## src/rtl/connect_pkg.sv

```systemverilog
// -----------------------------------------------------------------------------
// connect_pkg
// Shared definitions for the vector serializer: default element width,
// default elements per vector (3x3x1 pool window) and the FSM state encoding.
// No ports (package).
// -----------------------------------------------------------------------------
package connect_pkg;

  localparam int CONNECT_DATA_W   = 8;
  localparam int CONNECT_NUM_ELEM = 9;

  typedef enum logic {
    ST_IDLE   = 1'b0,
    ST_STREAM = 1'b1
  } state_e;

endpackage : connect_pkg

```

## src/rtl/connect_elem_mux.sv

```systemverilog
// -----------------------------------------------------------------------------
// connect_elem_mux
// Combinational element selector: returns element 'index' of a packed vector.
// An index outside 0..NUM_ELEM-1 yields zero.
// Ports:
//   vector  in  NUM_ELEM*DATA_W  packed vector, element k at [k*DATA_W +: DATA_W]
//   index   in  IDX_W            element to select
//   element out DATA_W           selected element
// -----------------------------------------------------------------------------
module connect_elem_mux
  import connect_pkg::*;
#(
  parameter  int DATA_W   = CONNECT_DATA_W,
  parameter  int NUM_ELEM = CONNECT_NUM_ELEM,
  localparam int IDX_W    = $clog2(NUM_ELEM)
) (
  input  logic [NUM_ELEM*DATA_W-1:0] vector,
  input  logic [IDX_W-1:0]           index,
  output logic [DATA_W-1:0]          element
);

  // NOTE: every always_comb output gets a default before any conditional
  // assignment, otherwise an unmatched index would infer a latch.
  always_comb begin
    element = '0;
    for (int k = 0; k < NUM_ELEM; k++) begin
      if (index == IDX_W'(k)) element = vector[k*DATA_W +: DATA_W];
    end
  end

endmodule : connect_elem_mux

```

## src/rtl/connect_vec_serializer.sv

```systemverilog
// -----------------------------------------------------------------------------
// connect_vec_serializer
// Accepts a packed vector of NUM_ELEM elements and streams it out one element
// per handshake, forward (index 0 first) or reverse (index NUM_ELEM-1 first).
// A new vector can be accepted on the final-element handshake so consecutive
// vectors stream without a bubble.
// Ports:
//   clk        in   1                sole clock, rising edge
//   rst        in   1                synchronous reset, active-high
//   in_valid   in   1                input vector offered
//   in_ready   out  1                vector accepted this cycle
//   in_vec     in   NUM_ELEM*DATA_W  packed input vector
//   in_rev     in   1                0 = forward order, 1 = reverse order
//   out_valid  out  1                out_data valid
//   out_ready  in   1                consumer accepts the element
//   out_data   out  DATA_W           current element
//   out_idx    out  IDX_W            index of out_data within the vector
//   out_last   out  1                final element of the vector
// -----------------------------------------------------------------------------
module connect_vec_serializer
  import connect_pkg::*;
#(
  parameter  int DATA_W   = CONNECT_DATA_W,
  parameter  int NUM_ELEM = CONNECT_NUM_ELEM,
  localparam int IDX_W    = $clog2(NUM_ELEM)
) (
  input  logic                       clk,
  input  logic                       rst,
  input  logic                       in_valid,
  output logic                       in_ready,
  input  logic [NUM_ELEM*DATA_W-1:0] in_vec,
  input  logic                       in_rev,
  output logic                       out_valid,
  input  logic                       out_ready,
  output logic [DATA_W-1:0]          out_data,
  output logic [IDX_W-1:0]           out_idx,
  output logic                       out_last
);

  localparam logic [IDX_W-1:0] IDX_LAST = IDX_W'(NUM_ELEM - 1);

  state_e                      state_q, state_d;
  logic [NUM_ELEM*DATA_W-1:0]  vec_q,   vec_d;
  logic                        rev_q,   rev_d;
  logic [IDX_W-1:0]            idx_q,   idx_d;

  logic [DATA_W-1:0] elem;
  logic              out_fire;
  logic              last_fire;
  logic              accept;

  connect_elem_mux #(
    .DATA_W   (DATA_W),
    .NUM_ELEM (NUM_ELEM)
  ) u_elem_mux (
    .vector  (vec_q),
    .index   (idx_q),
    .element (elem)
  );

  // Outputs and next state. in_ready is combinational on out_ready so the
  // final-element handshake and the next acceptance share one cycle.
  always_comb begin
    state_d   = state_q;
    vec_d     = vec_q;
    rev_d     = rev_q;
    idx_d     = idx_q;

    out_valid = (state_q == ST_STREAM);
    out_last  = out_valid && (rev_q ? (idx_q == '0) : (idx_q == IDX_LAST));
    out_fire  = out_valid && out_ready;
    last_fire = out_fire && out_last;
    in_ready  = !rst && ((state_q == ST_IDLE) || last_fire);
    accept    = in_valid && in_ready;

    // idx_q keeps its final value after a stream ends; gate it off in IDLE.
    out_idx   = out_valid ? idx_q : '0;
    out_data  = out_valid ? elem  : '0;

    case (state_q)
      ST_IDLE: begin
        if (accept) state_d = ST_STREAM;
      end
      ST_STREAM: begin
        if (last_fire && !accept) state_d = ST_IDLE;
        else if (out_fire && !out_last) idx_d = rev_q ? idx_q - IDX_W'(1) : idx_q + IDX_W'(1);
      end
      default: state_d = ST_IDLE;
    endcase

    if (accept) begin
      vec_d = in_vec;
      rev_d = in_rev;
      idx_d = in_rev ? IDX_LAST : '0;
    end
  end

  // NOTE: sequential state uses non-blocking assignments only; the reset is
  // synchronous, so it lives inside the clocked branch rather than the
  // sensitivity list. The latched vector is a plain register, so it is
  // cleared here along with the control state.
  always_ff @(posedge clk) begin
    if (rst) begin
      state_q <= ST_IDLE;
      vec_q   <= '0;
      rev_q   <= 1'b0;
      idx_q   <= '0;
    end else begin
      state_q <= state_d;
      vec_q   <= vec_d;
      rev_q   <= rev_d;
      idx_q   <= idx_d;
    end
  end

endmodule : connect_vec_serializer
```

## config.mk

```make
export PLATFORM = sky130hd
export DESIGN_NAME = connect_vec_serializer
export DESIGN_NICKNAME = d
export VERILOG_FILES = /design/src/rtl/connect_pkg.sv /design/src/rtl/connect_elem_mux.sv /design/src/rtl/connect_vec_serializer.sv
export SDC_FILE = /design/constraint.sdc
export NUM_CORES = 1
export LEC_CHECK = 0
export BUFFER_PORTS_ARGS = -buffer_cell sky130_fd_sc_hd__buf_2
export CELL_PAD_IN_SITES_DETAIL_PLACEMENT = 1
export CELL_PAD_IN_SITES_GLOBAL_PLACEMENT = 1
export CORE_UTILIZATION = 39
export DETAILED_ROUTE_END_ITERATION = 7
export GPL_TIMING_DRIVEN = 0
export PLACE_DENSITY_LB_ADDON = 0.1
export SYNTH_ARGS = -nofsm -noshare
export SYNTH_HDL_FRONTEND = slang
export SYNTH_HIERARCHICAL = 1
export SYNTH_SLANG_ARGS = --single-unit
```

## constraint.sdc

```tcl
create_clock -name clk -period 1.9 [get_ports clk]
set_clock_uncertainty 0.05 [all_clocks]
set_input_delay 0.38 -clock clk [delete_from_list [all_inputs] [get_ports clk]]
set_output_delay 0.38 -clock clk [all_outputs]
set_load 0.1 [all_outputs]
```

==> flow_summary.yaml, run 1 <==
outcome:
  status: "complete, but fails checks"
  violations: "setup timing"
cts:
  cts_made_buffers: 9
  insertion_delay_ns: 0.34
  clock_path_buffers: 2
  clock-root-buffer: "clkbuf_16"
  cts_sinks: 78
  clkTransAtPathRegs_ns: 0.06
  h-tree-depth: 3
  hold_buffers: 0
  cts_tree: "done"
setup_path:
  start_kind: "flip-flop"
  crit_type: "flip-flop to output pin"
  end_kind: "output pin"
  r2r_start: "idx_q[1]"
  cp.required_ns: 1.47
  critPathMaxFanout: 10
  worst_r2r_path_depth: 9
  r2r_slack_ns: -0.39
  reg2reg_to: "vec_q[0]"
  crit_arrival_ns: 2.08
timing:
  rsz0062_at_grt: "true"
  worstMarginPinSlew_ns: 0.710
  period_share_pct: 132
  hold_viol_final: 0
  min_period_ns: 2.51
  maxSlewHeadroom_pct: 52.7
  timing.fmax_mhz: 399
  fin_ws_ns: -0.608
  slew_viol_final: 0
  setup_violations: 87
layout:
  fin_nets: 629
  fin_util_pct: 59.1
  drive_gt1_share_pct: 56.5
  synthToLayoutAreaGrowth_pct: 44.8
  n_antenna_cell: 0
  fill_cells: 1158
  fin_area_um2: 6520
floorplan:
  placementRows: 38
  core_um2: 11000
  dieArea_um2: 12000
  die_w_um: 109
  die_height_um: 109
  ios: 92
  start_util_pct: 40.8
synth:
  synth.mux.area_fraction_pct: 28.3
  ys_warn_count: 6
  synthXorXnorAreaFrac_pct: 0.779
  synth-edff-count: 0
  synth_top_family_by_area: "multiplexers"
  synth_compound_area_share_pct: 8.54
  synthSimpleGateAreaFrac_pct: 19.7
  yosys_register_bits: 78
  async_reset_ff_share_pct: 0
  synth_flop_cell: "dfxtp_1"
  synthAdderAreaFrac_pct: 1.00
  synth_cell_types: 52
  netlist_instances: 409
  synth.avg_cell_area_um2: 11.0
  synth_fp_nets: 489
  synth_area_um2: 4500
  ys_seq_area_share_pct: 34.7
drt:
  drc: 0
  viasPerCell: 5.10
  drt_pass1_iterations: 4
  first_iter_violations: 189
  post_drt_wl_per_cell_um: 19.6
  ant_nets: 0
  drt-total-wl_um: 13600
  vias: 3542
flow_run:
  cap_violations: 0
hold_path:
  hold_depth: 2
  hold_class: "input port to flip-flop"
  hp-start: "in_vec[10]"
  holdPathEnd: "vec_q[10]"
global_route:
  antenna_found_initial: 0
  grtUsageTotal_pct: 23.8
  grt_max_degree: 14
  grt_pass1_vias: 3809
  grt_pass1_wl_um: 20800
  gr-total-overflow: 0
power:
  leakagePower_nw: 2.72
  combPwrFrac_pct: 23.5
  power.density_nw_per_um2: 751
  internal_power_mw: 3.59
  max-vdd-ir-drop_v: 0.000614
  pwr-share-seq_pct: 38.0
  p_sw_share_pct: 26.7
  clkPwrFrac_pct: 38.5
  switchingPower_mw: 1.30
placement:
  hpwl_um: 8660
  pre_cts_ws_ns: -0.658
  routabilityCongestion: 0.796
  placed_cell_area_um2: 5220
  port_buffers: 91
synthesized netlist by cell type (all sizes together) (3+ instances only):
| cell | instances | area, µm² |
|---|---|---|
| o221ai | 6 | 52.6 |
| a21oi | 10 | 50.1 |
| a2bb2oi | 6 | 52.6 |
| nand2b | 6 | 37.5 |
| buf | 16 | 223 |
| mux2 | 73 | 1080 |
| or3 | 3 | 18.8 |
| o21ai | 9 | 45.0 |
| nor2 | 13 | 48.8 |
| mux2i | 19 | 190 |
| nor3 | 3 | 15.0 |
| inv | 13 | 48.8 |
| and2 | 9 | 56.3 |
| xnor2 | 3 | 26.3 |
| nand2 | 10 | 37.5 |
| dfxtp | 78 | 1560 |
| nor2b | 75 | 469 |
| clkbuf | 11 | 41.3 |
| or2 | 6 | 37.5 |
| o22ai | 6 | 37.5 |
sequential cells by signal, indices dropped and copies added (netlist names):
signal     cells
vec_q         72
idx_q          4
out_valid      1
rev_q          1
final cells by class:
| class | instances | area, µm² | area share [%] |
|---|---|---|---|
| multi-input cells | 291 | 3000 | 46.0 |
| flip-flops and latches | 78 | 1580 | 24.3 |
| repair buffers | 132 | 1130 | 17.3 |
| clock buffers | 14 | 295 | 4.53 |
| plain buffers | 24 | 260 | 3.99 |
| well taps | 140 | 175 | 2.69 |
| inverters | 13 | 48.8 | 0.749 |
| clock inverters | 2 | 35.0 | 0.538 |
logic make-up (layout without fill, tap and decap cells):
kind of cell | after synthesis | after routing
xor+xnor | 4 | 4
compound gates | 52 | 52
mux | 92 | 92
fa+ha+maj | 3 | 3
buf+inv | 40 | 185
simple gates | 140 | 140
flops | 78 | 78
placed cells by master, fill, tap and decap left out, drive strengths merged, types with 3 or more instances in the layout:
| master | n |
|---|---|
| mux2 | 73 |
| or2 | 6 |
| inv | 13 |
| a2bb2oi | 6 |
| mux2i | 19 |
| buf | 145 |
| a21oi | 10 |
| o22ai | 6 |
| nor2b | 75 |
| nand2b | 6 |
| or3 | 3 |
| and2 | 9 |
| nor3 | 3 |
| xnor2 | 3 |
| nand2 | 10 |
| clkbuf | 25 |
| o221ai | 6 |
| o21ai | 9 |
| dfxtp | 78 |
| nor2 | 13 |
worst max path at each step:
| stage | start | end | cells after the start |
|---|---|---|---|
| after floorplan | idx_q[2] | out_data[5] | 7 |
| after global placement | idx_q[0] | out_data[4] | 8 |
| after detailed placement | idx_q[0] | out_data[4] | 8 |
| after CTS | idx_q[0] | out_data[2] | 8 |
| after global routing | idx_q[1] | out_data[5] | 8 |
| final | idx_q[2] | out_data[6] | 8 |
worst max-delay path, cell delays in order, from the launching register on:
cell      delay [ns]
dfxtp_4         0.36
buf_6           0.15
buf_6           0.16
nand2b_4        0.12
nor3_1          0.23
nor4_2          0.09
a211o_1         0.29
and2_4          0.18
buf_12          0.16
through the flow:
step | cells | power [mW] | hold slack, ns | setup TNS, ns
after global routing | 694 | 5.06 | 0.204 | -35.87
after global placement | 640 | 2.73 | 0.528 | -13.02
after CTS | 692 | 4.91 | 0.200 | -27.07
after floorplan | 409 | 2.51 | 0.449 | -8.40
final | 694 | 4.89 | 0.208 | -31.37
after detailed placement | 640 | 2.75 | 0.535 | -12.91
power groups by stage:
stage          Combinational [mW]  Clock (mW)  Sequential, mW
2_1_floorplan               0.659           0            1.85
3_3_place_gp                0.848           0            1.88
3_5_place_dp                0.870           0            1.88
4_1_cts                      1.14        1.92            1.85
5_1_grt                      1.21        1.98            1.87
6_report                     1.15        1.88            1.86
metal layers:
metal  global-route usage (%)  routed length (µm)
met5                        0                   0
met4                     7.52                 240
met3                     4.03                 497
met2                     42.8                6850
met1                     28.8                6030
timing repair:
| item | in CTS | in global routing |
|---|---|---|
| gates cloned | 8 | 0 |
| endpoints found under the setup margin | 84 | 91 |
| setup buffers | 30 | 12 |
| gates resized for setup | 119 | 42 |
| pin swaps | 10 | 19 |
Power figures use the tool's default switching activity.
==> inputs of run 2 (changes only) <==
Settings changed: CORE_UTILIZATION 39 to 35, SYNTH_HIERARCHICAL 1 to default.
==> flow_summary.yaml, run 2 <==
setup_path:
  crit_arrival_ns: 2.22
  cp.required_ns: 1.47
  critPathMaxFanout: 5
  cpLargestDelayFamily: "compound AO/OA/AOI/OAI gates"
  crit_type: "flip-flop to output pin"
  crit_slowest_cell: "dfxtp_4"
  slowest_delay_ns: 0.43
  cp_cell_sequence: "inv_6, ha_4, buf_8, a21oi_1, nor2_2, a2111oi_4, nor3_2, o21a_4, buf_12"
  end_kind: "output pin"
  critPathBufInv: 3
  start_kind: "flip-flop"
timing:
  worstMarginPinSlew_ns: 0.484
  slew_viol_final: 0
  timing.fmax_mhz: 378
  hold_viol_final: 0
  maxSlewHeadroom_pct: 67.9
  fin_ws_ns: -0.746
  setup_violations: 87
  period_share_pct: 139
  min_period_ns: 2.65
  rsz0062_at_grt: "true"
cts:
  cts_sinks: 78
  clock-root-buffer: "clkbuf_8"
  clkTransAtPathRegs_ns: 0.09
  clock_path_buffers: 2
  h-tree-depth: 3
  cts_tree: "done"
  hold_buffers: 0
  cts_made_buffers: 9
  insertion_delay_ns: 0.37
layout:
  synthToLayoutAreaGrowth_pct: 56.1
  final_common_cell: "buf_2"
  fin_nets: 545
  drive_gt1_share_pct: 47.2
  n_antenna_cell: 0
  top_regs: "vec_q (72), idx_q (4)"
  fin_util_pct: 56.8
  top_register: "vec_q"
  largest_reg_flops: 72
  final_cell_mix: "buf_2, dfxtp_1, a22o_1"
synth:
  synth.top_cell.area_share_pct: 46.1
  ys_seq_area_share_pct: 46.1
  synth.avg_cell_area_um2: 9.91
  synth_cell_types: 30
  async_reset_ff_share_pct: 0
  yosys_register_bits: 78
  post-synth-top-count-cell: "dfxtp_1"
  synth_area_um2: 3390
  yosys-top-cells-count: "dfxtp_1, a22o_1, a21oi_1, nand2_1, nand3b_1"
  netlist_instances: 342
  synth_fp_nets: 424
  yosys.area.top_type: "dfxtp_1"
  ys_warn_count: 0
  yosys-top-cells-area: "dfxtp_1, a22o_1, nand3b_1"
  synth-edff-count: 0
  synth_flop_cell: "dfxtp_1"
placement:
  pre_cts_ws_ns: -0.980
  routabilityCongestion: 0.811
  port_buffers: 91
  hpwl_um: 7960
floorplan:
  dieArea_um2: 10100
  start_util_pct: 36.4
  die_height_um: 100
  core_um2: 9330
  die_w_um: 100
  placementRows: 35
  ios: 92
global_route:
  grt_max_degree: 14
  antenna_found_initial: 0
  grt_pass1_vias: 3246
  grt_pass1_wl_um: 17600
  grtUsageTotal_pct: 23.5
  gr-total-overflow: 0
drt:
  ant_nets: 0
  vias: 3194
  post_drt_wl_per_cell_um: 19.4
  drc: 0
  drt_pass1_iterations: 4
  first_iter_violations: 100
  viasPerCell: 5.35
  drt-total-wl_um: 11600
power:
  power.density_nw_per_um2: 776
  leakagePower_nw: 2.08
  max-vdd-ir-drop_v: 0.000375
outcome:
  status: "complete, but fails checks"
  violations: "setup timing"
flow_run:
  cap_violations: 0
hold_path:
  hold_class: "input port to flip-flop"
==> run 2: changes by cell type after synthesis, sizes merged, moves of 8 or more <==
cell / before / now
a31oi: 2 / 15
a21oi: 10 / 22
nand2: 10 / 19
nor2b: 75 / 1
mux2i: 19 / 1
nand3b: 1 / 19
o21a: 0 / 9
a22o: 1 / 73
inv: 13 / 5
mux2: 73 / 0
==> run 2: final timing paths <==
path,slack (ns),depth (start not counted),startpoint,endpoint
worst min register to register,0.43,1,vec_q[70],vec_q[70]
worst min-delay path,0.16,2,in_vec[23],vec_q[23]
worst max-delay path,-0.75,9,idx_q[0],out_data[7]
worst max register to register,-0.48,10,idx_q[1],vec_q[57]
==> run 2: kinds of logic (layout without fill, tap and decap cells) <==
family / after synthesis / count (layout) / share of synthesized area [%]
flops: 78 / 78 / 46.1
mux: 1 / 1 / 0.295
compound gates: 148 / 148 / 33.0
simple gates: 68 / 68 / 11.1
buf+inv: 38 / 164 / 6.72
fa+ha+maj: 5 / 5 / 1.85
xor+xnor: 4 / 4 / 1.03
==> run 2: stage by stage <==
stage / instances / cell area, µm² / setup TNS (ns) / hold WS [ns] / power [mW]
floorplan: 342 / 3670 / -9.05 / 0.390 / 2.36
global placement: 562 / 4280 / -28.21 / 0.407 / 2.58
detailed placement: 562 / 4280 / -31.89 / 0.411 / 2.59
CTS: 592 / 5000 / -28.11 / 0.147 / 4.05
global route: 597 / 5290 / -46.41 / 0.147 / 4.28
finish: 597 / 5290 / -39.10 / 0.159 / 4.11
==> run 2: where the power goes <==
group	internal [mW]	switching (mW)	total, mW
Combinational	0.465	0.517	0.982
Sequential	1.74	0.0852	1.83
Clock	0.644	0.656	1.30
==> run 2: what timing repair did <==
action / in CTS / in global routing
endpoints found under the setup margin: 89 / 85
pin swaps: 16 / 25
setup buffers: 15 / 5
gates resized for setup: 97 / 47
cloned: 0 / 1
==> run 2: area by class of cell <==
class	instances	area, µm²
fill	1030	4030
multi-input combinational	226	2150
sequential	78	1570
timing repair buffer	112	833
buffer	30	343
tap	129	161
clock buffer	11	141
clock inverter	5	57.6
inverter	6	36.3
==> run 2: worst reg2reg max path: stages (launching register included) <==
cell and delay [ns]:
dfxtp_4 0.40, inv_4 0.09, ha_1 0.22, nand3b_1 0.17, a211o_1 0.36, buf_4 0.16
a21boi_2 0.17, nor2_1 0.09, buf_6 0.16, buf_6 0.16, a22o_1 0.24
==> run 2: routing by layer <==
metal	global-route usage (%)	vias to the layer above	wire length (µm)
met5	0	-	0
met4	8.81	0	214
met3	4.94	21	441
met2	37.9	71	5670
met1	30.8	1554	5230
li1	-	1548	-
==> inputs of run 3 (changes only) <==
--- a/config.mk
+++ b/config.mk
@@ -13,3 +13,3 @@
 export GPL_TIMING_DRIVEN = 0
-export PLACE_DENSITY_LB_ADDON = 0.1
+export PLACE_DENSITY = 0.86
 export SYNTH_ARGS = -nofsm -noshare
==> constraint.sdc (replaced) <==
create_clock -name clk -period 1.9 [get_ports clk]
set_clock_uncertainty 0.05 [all_clocks]
set_input_delay 0.285 -clock clk [delete_from_list [all_inputs] [get_ports clk]]
set_output_delay 0.285 -clock clk [all_outputs]
set_load 0.1 [all_outputs]
==> flow_summary.yaml, run 3 (same netlist as run 2, synthesis figures left out) <==
power:
  max-vdd-ir-drop_v: 0.000387
  p_total_mw: 4.69
  leakagePower_nw: 2.45
  power.density_nw_per_um2: 766
timing:
  maxSlewHeadroom_pct: 65.4
  hold_viol_final: 0
  fin_hold_ws_ns: 0.0438
  slew_viol_final: 0
  rsz0062_at_grt: "true"
  fin_ws_ns: -0.835
  period_share_pct: 144
  setup_violations: 88
  worstMarginPinSlew_ns: 0.523
  min_period_ns: 2.74
  timing.fmax_mhz: 366
drt:
  ant_nets: 0
  vias: 3956
  post_drt_wl_per_cell_um: 30.1
  drc: 0
  viasPerCell: 6.22
  drt_pass1_iterations: 5
  drt-total-wl_um: 19100
  first_iter_violations: 310
setup_path:
  cpLargestDelayFamily: "compound AO/OA/AOI/OAI gates"
  start_kind: "flip-flop"
  crit_arrival_ns: 2.40
  critPathBufInv: 4
  crit_type: "flip-flop to output pin"
  end_kind: "output pin"
  path_common_cell: "a21oi_1"
  slowest_delay_ns: 0.41
  critPathMaxFanout: 10
  cp_cell_sequence: "inv_4, ha_4, buf_8, clkbuf_16, a21oi_1, a21oi_1, nor3_2, o21a_4, buf_12"
  crit_slowest_cell: "dfxtp_4"
  cp.required_ns: 1.56
cts:
  clock_path_buffers: 2
  cts_tree: "done"
  cts_made_buffers: 9
  h-tree-depth: 3
  insertion_delay_ns: 0.38
  cts_sinks: 78
  hold_buffers: 0
  clock-root-buffer: "clkbuf_8"
  clkTransAtPathRegs_ns: 0.10
global_route:
  antenna_found_initial: 0
  grt_max_degree: 14
  grt_pass1_wl_um: 24300
  grt_pass1_vias: 3932
  gr-total-overflow: 0
  grtUsageTotal_pct: 33.4
floorplan:
  ios: 92
  dieArea_um2: 10100
  die_w_um: 100
  placementRows: 35
  die_height_um: 100
  start_util_pct: 36.4
  core_um2: 9330
placement:
  hpwl_um: 8120
  dp_cells: 562
  routabilityCongestion: 0.814
  port_buffers: 91
layout:
  final_common_cell: "buf_2"
  top_regs: "vec_q (72), idx_q (4)"
  fin_cells: 636
  synthToLayoutAreaGrowth_pct: 80.7
  fin_nets: 584
  drive_gt1_share_pct: 54.8
  final_cell_mix: "buf_2, dfxtp_1, a22o_1"
  top_register: "vec_q"
  n_antenna_cell: 0
  largest_reg_flops: 72
outcome:
  violations: "setup timing"
  status: "complete, but fails checks"
hold_path:
  hold_class: "input port to flip-flop"
flow_run:
  cap_violations: 0
-- run 3: layer usage --
metal	up-vias	global-route usage (%)	wire, µm
met4	0	19.5	1050
li1	1622	-	-
met2	254	56.6	9330
met5	-	0	0
met3	79	6.48	1300
met1	2001	39.2	7440
-- run 3: area by class of cell --
type / count / area (µm²)
clock inverter: 6 / 83.8
sequential: 78 / 1570
timing repair buffer: 153 / 1430
fill: 948 / 3200
multi-input combinational: 226 / 2300
tap: 129 / 161
buffer: 28 / 400
inverter: 6 / 42.5
clock buffer: 10 / 138
-- run 3: worst paths after layout --
| path | startpoint | to | slack (ns) | cells past startpoint |
|---|---|---|---|---|
| worst max-delay path | idx_q[1] | out_data[7] | -0.84 | 9 |
| worst min-delay path | in_vec[20] | vec_q[20] | 0.04 | 2 |
| worst max register to register | idx_q[0] | vec_q[55] | -0.57 | 11 |
| worst min register to register | vec_q[0] | vec_q[0] | 0.46 | 1 |
-- run 3: metrics by stage --
step	setup slack, ns	area, µm²	utilization (%)	setup TNS [ns]
3_5_place_dp	-0.752	4280	45.9	-28.82
3_3_place_gp	-0.692	4280	45.9	-25.35
5_1_grt	-0.869	6130	65.7	-46.46
6_report	-0.835	6130	65.7	-42.91
4_1_cts	-0.692	5620	60.3	-31.91
2_1_floorplan	-0.315	3660	-	-8.20
-- run 3: power by group --
part | switching [mW] | internal (mW)
Clock | 0.730 | 0.773
Combinational | 0.692 | 0.651
Sequential | 0.106 | 1.74
-- run 3: timing repair --
item	4_1_cts	5_1_grt
buffers inserted	26	22
hold endpoints to repair	0	0
endpoints found under the setup margin	89	91
pin swaps	93	38
cloned	12	3
resized for setup	148	70
